<file path="src/rtl/gvt_tracker.sv">
// GVT tracker: registers the monitor's GVT, enforces monotonic advance,
// broadcasts each increase over valid/ready and detects run termination.
module gvt_tracker #(
    parameter int unsigned NUM_CORE  = 4,
    parameter int unsigned TIME_WID  = 16,
    parameter int unsigned QUIET_CYC = 8,
    parameter int unsigned CNT_WID   = 32
) (
    input  logic                clk,
    input  logic                rst,
    input  logic                start,
    input  logic [TIME_WID-1:0] sim_end_time,
    input  logic [TIME_WID-1:0] gvt_in,
    input  logic [NUM_CORE-1:0] core_vld,
    input  logic                queue_empty,
    output logic [TIME_WID-1:0] gvt,
    output logic                gvt_bcast_vld,
    input  logic                gvt_bcast_rdy,
    output logic                running,
    output logic                done,
    output logic                gvt_err,
    output logic [CNT_WID-1:0]  bcast_count
);

    localparam int unsigned   QW        = $clog2(QUIET_CYC + 1);
    localparam logic [QW-1:0] QUIET_MAX = QW'(QUIET_CYC);

    typedef enum logic [2:0] {
        S_IDLE,
        S_RUN,
        S_BCAST,
        S_DRAIN,
        S_DONE
    } state_t;

    state_t              state, state_nxt;
    logic [TIME_WID-1:0] gvt_nxt;
    logic                vld_nxt;
    logic                done_nxt;
    logic                err_nxt;
    logic [CNT_WID-1:0]  cnt_nxt;
    logic [QW-1:0]       quiet_cnt, quiet_nxt, quiet_upd;
    logic                term_pend, pend_nxt;
    logic [TIME_WID-1:0] end_time, end_nxt;
    logic                is_quiet;
    logic                term;

    // State and registered outputs; reset cancels any in-flight broadcast
    always_ff @(posedge clk or posedge rst) begin
        if (rst) begin
            state         <= S_IDLE;
            gvt           <= '0;
            gvt_bcast_vld <= 1'b0;
            done          <= 1'b0;
            gvt_err       <= 1'b0;
            bcast_count   <= '0;
            quiet_cnt     <= '0;
            term_pend     <= 1'b0;
            end_time      <= '0;
        end else begin
            state         <= state_nxt;
            gvt           <= gvt_nxt;
            gvt_bcast_vld <= vld_nxt;
            done          <= done_nxt;
            gvt_err       <= err_nxt;
            bcast_count   <= cnt_nxt;
            quiet_cnt     <= quiet_nxt;
            term_pend     <= pend_nxt;
            end_time      <= end_nxt;
        end
    end

    // Next-state and next-output decode
    always_comb begin
        state_nxt = state;
        gvt_nxt   = gvt;
        vld_nxt   = gvt_bcast_vld;
        done_nxt  = done;
        err_nxt   = gvt_err;
        cnt_nxt   = bcast_count;
        quiet_nxt = quiet_cnt;
        pend_nxt  = term_pend;
        end_nxt   = end_time;

        // The quiet count includes the current cycle, so the QUIET_CYC-th
        // consecutive quiet cycle is the one that terminates.
        is_quiet  = queue_empty && (core_vld == '0);
        if (!is_quiet)
            quiet_upd = '0;
        else if (quiet_cnt == QUIET_MAX)
            quiet_upd = quiet_cnt;
        else
            quiet_upd = quiet_cnt + QW'(1);
        term = (gvt >= end_time) || (quiet_upd == QUIET_MAX);

        case (state)
            S_IDLE, S_DONE: begin
                if (start) begin
                    state_nxt = S_RUN;
                    gvt_nxt   = '0;
                    vld_nxt   = 1'b0;
                    done_nxt  = 1'b0;
                    err_nxt   = 1'b0;
                    cnt_nxt   = '0;
                    quiet_nxt = '0;
                    pend_nxt  = 1'b0;
                    end_nxt   = sim_end_time;
                end
            end
            S_RUN: begin
                quiet_nxt = quiet_upd;
                if (gvt_in > gvt) begin
                    gvt_nxt   = gvt_in;
                    vld_nxt   = 1'b1;
                    state_nxt = S_BCAST;
                    if (term)
                        pend_nxt = 1'b1;
                end else begin
                    if (gvt_in < gvt)
                        err_nxt = 1'b1;
                    if (term)
                        state_nxt = S_DRAIN;
                end
            end
            S_BCAST: begin
                if (gvt_bcast_rdy) begin
                    vld_nxt = 1'b0;
                    cnt_nxt = bcast_count + CNT_WID'(1);
                    if (term_pend || (gvt >= end_time))
                        state_nxt = S_DRAIN;
                    else
                        state_nxt = S_RUN;
                end
            end
            S_DRAIN: begin
                if (core_vld == '0) begin
                    state_nxt = S_DONE;
                    done_nxt  = 1'b1;
                end
            end
            default: state_nxt = S_IDLE;
        endcase
    end

    // Running is a pure decode of the state
    always_comb begin
        running = (state == S_RUN) || (state == S_BCAST);
    end

endmodule

</file>
<file path="config.mk">
export PLATFORM = sky130hd
export DESIGN_NAME = gvt_tracker
export DESIGN_NICKNAME = d
export VERILOG_FILES = /design/src/rtl/gvt_tracker.sv
export SDC_FILE = /design/constraint.sdc
export NUM_CORES = 1
export LEC_CHECK = 0
export ABC_AREA = 1
export ABC_CLOCK_PERIOD_IN_PS = 5400
export CORE_ASPECT_RATIO = 0.75
export CORE_MARGIN = 2
export CORE_UTILIZATION = 57
export CTS_CLUSTER_DIAMETER = 40
export CTS_CLUSTER_SIZE = 8
export DETAILED_ROUTE_END_ITERATION = 8
export GPL_TIMING_DRIVEN = 0
export PLACE_DENSITY = 0.87
export SLEW_MARGIN = 15
export SYNTH_ARGS = -nofsm -noshare
export SYNTH_HDL_FRONTEND = slang
export SYNTH_SLANG_ARGS = --single-unit
export TNS_END_PERCENT = 50
</file>
<file path="constraint.sdc">
create_clock -name clk -period 5.4 [get_ports clk]
set_input_delay 1.35 -clock clk [delete_from_list [all_inputs] [get_ports clk]]
set_output_delay 1.35 -clock clk [all_outputs]
set_load 0.02 [all_outputs]
</file>
==> impl_metrics.tcl <==
set metrics [dict create \
    drv_slew 0 \
    synth_fp_nets 744 \
    start_util 0.599 \
    grt-ovfl-total 0 \
    critPathLaunchType "flop" \
    path_cells "nor3_4, inv_1, nand2_1, clkdlybuf4s50_1" \
    vias 5014 \
    synth_ff_type "dfrtp_1" \
    port-buffer-count 92 \
    synth_seq_cells 75 \
    grt_pass1_vias 4861 \
    post-route-period-util 0.635 \
    place.gp.congestion 0.945 \
    core_mm2 0.00802 \
    drcViolationCount 0 \
    fin_setup_tns_ns 0 \
    outcome "complete, no violations" \
    antenna_found_initial 0 \
    crit_path_end_kind "primary output" \
    ir_drop_mv 0.354 \
    fin_area_mm2 0.00607 \
    drive_gt1_frac 0.0463 \
    cts_buffers 9 \
    grt_start_max_net_pins 40 \
    max_stage_delay_ns 0.61 \
    power_mw 2.50 \
    synth_common_cells "190 x nand2_1, 99 x inv_1, 75 x dfrtp_1" \
    rsz0062_at_grt "no" \
    hold_viol_final 0 \
    fmax_mhz 292 \
    cts_tree "built" \
    critPathKind "reg -> out" \
    cts_setup_buffers 0 \
    synth-edff-count 0 \
    max_slew_margin 0.623 \
    place_area_mm2 0.00588 \
    crit_path_max_fanout 6 \
    ys_warn_count 0 \
    clock_latency_ns 0.38 \
    num_rows 28 \
    syn-cell-area_mm2 0.00481 \
    final_antenna_net_count 0 \
    die_h_um 83.5 \
    grt_pass1_wl_um 23600 \
    die_w_um 110 \
    setup_viol 0 \
    synthTopCellsByArea "dfrtp_1 39%, nand2_1 15%, ha_1 9.1%, inv_1 7.7%, nand3_1 5.5%" \
    hold_buffers 0 \
    cts_root_buf "clkbuf_8" \
    die_area_mm2 0.00919 \
    min_path_type "reg -> reg" \
    routed_wl_um 14500 \
    worst_ep_required_time_ns 4.05 \
    clk_pin_slew_ns 0.07 \
    groute.usage.overall 0.335 \
    ys_types 33 \
    h-tree-depth 3 \
    clk_path_buf_depth 2 \
    tightest_slew_ns 0.561 \
    synth.most_common_cell "nand2_1" \
    nets 848 \
    async_reset_ff_frac 1.00 \
    cts_sinks 75 \
    maxCapViolations 0 \
    area_growth_syn_to_layout_pct 26.3 \
    synth_cells 668 \
    final.min_clock_period_ns 3.43 \
    leakage_nw 2.85 \
    synth_top_area_share 0.391 \
    synth.largest_area_cell "dfrtp_1" \
    skew_ns 0.00907 \
    dr.pass1.iters 5 \
    place_hpwl_um 11400 \
    cts_resized 0 \
    vias_per_cell 5.68 \
    io_pins 93 \
    drtIter0Drc 338 \
    synth_area_per_cell_um2 7.19 \
    utilization 0.757 \
    worst_ep_arrival_time_ns 2.08 \
    seq_area_frac_synth 0.391 \
    slowest_stage "clkdlybuf4s50_1" \
    power.density_mw_per_mm2 412 \
    antennaDiodeCount 0 \
    wire_per_inst_um 16.4 \
]
power by group:
group          internal (mW)  total (mW)  switching [mW]
sequential             0.696       0.811           0.115
combinational          0.469        1.26           0.792
clock                  0.217       0.432           0.215
total                   1.38        2.50            1.12
per-stage QoR:
step	setup slack [ns]	hold WS, ns	std cells
after global placement	0.827	0.447	865
after CTS	1.97	0.482	882
after floorplan	2.14	0.434	668
after detailed placement	1.74	0.464	866
after global routing	1.87	0.506	882
final	1.97	0.481	882
path summary, 6_finish.rpt:
path / slack [ns] / depth (start not counted) / start / endpoint
setup / recovery: 1.97 / 4 / state[2] / running
hold / removal: 0.48 / 2 / done / done
setup reg to reg: 2.94 / 14 / gvt[15] / gvt[4]
hold reg to reg: 0.48 / 2 / done / done
max in group asynchronous: 3.47 / 3 / rst / gvt[5]
min in group asynchronous: 1.37 / 2 / rst / end_time[4]
placed cells by master (no fill, tap or decap), drive strengths merged, types with 2 or more instances in the layout:
cell | Yosys | layout
a21o | 2 | 2
a21oi | 25 | 25
a31oi | 3 | 3
and2 | 2 | 2
buf | 6 | 7
clkbuf | 7 | 22
clkdlybuf4s50 | 0 | 92
dfrtp | 75 | 75
ha | 35 | 35
inv | 104 | 104
nand2 | 194 | 194
nand3 | 53 | 53
nand3b | 3 | 3
nand4 | 22 | 22
nor2 | 52 | 52
nor3 | 32 | 32
nor4 | 2 | 2
o21ai | 42 | 42
or2 | 2 | 2
xor2 | 2 | 2
critical path, delay by kind of cell, from the launching register on:
kind / cells / cell delay [ns]
simple gates: 2 / 0.45
buf+inv: 2 / 0.79
flops: 1 / 0.46
cell type report:
| cell class | instances | area, um2 |
|---|---|---|
| Buffer | 13 | 65.1 |
| Clock inverter | 1 | 5.00 |
| Tap cell | 105 | 131 |
| Clock buffer | 15 | 186 |
| Sequential cell | 75 | 1880 |
| Multi-Input combinational cell | 476 | 2470 |
| Inverter | 104 | 393 |
| Fill cell | 632 | 1950 |
| Timing Repair Buffer | 93 | 941 |
cell families after synthesis:
kind of cell,Yosys count,share of synthesized area
and+or+nand+nor,363,0.337
buffers and inverters,117,0.0948
AOI/OAI and AO/OA,76,0.0833
DFF,75,0.391
adders and majority gates,35,0.0911
xor gates and xnor gates,2,0.00365
registers in the layout (all words and copies together), names as in the netlist:
| signal | cells |
|---|---|
| gvt | 16 |
| end_time | 16 |
| gvt_bcast_vld | 1 |
| done | 1 |
| bcast_count | 32 |
| gvt_err | 1 |
| quiet_cnt | 4 |
| term_pend | 1 |
| state | 3 |
per-layer routing:
metal	vias up	routed length, um	global-route usage
li1	2375	-	-
met1	2330	6360	0.460
met2	271	6340	0.494
met3	38	1480	0.118
met4	0	323	0.105
met5	-	0	0
(Power assumes the default switching activity.)
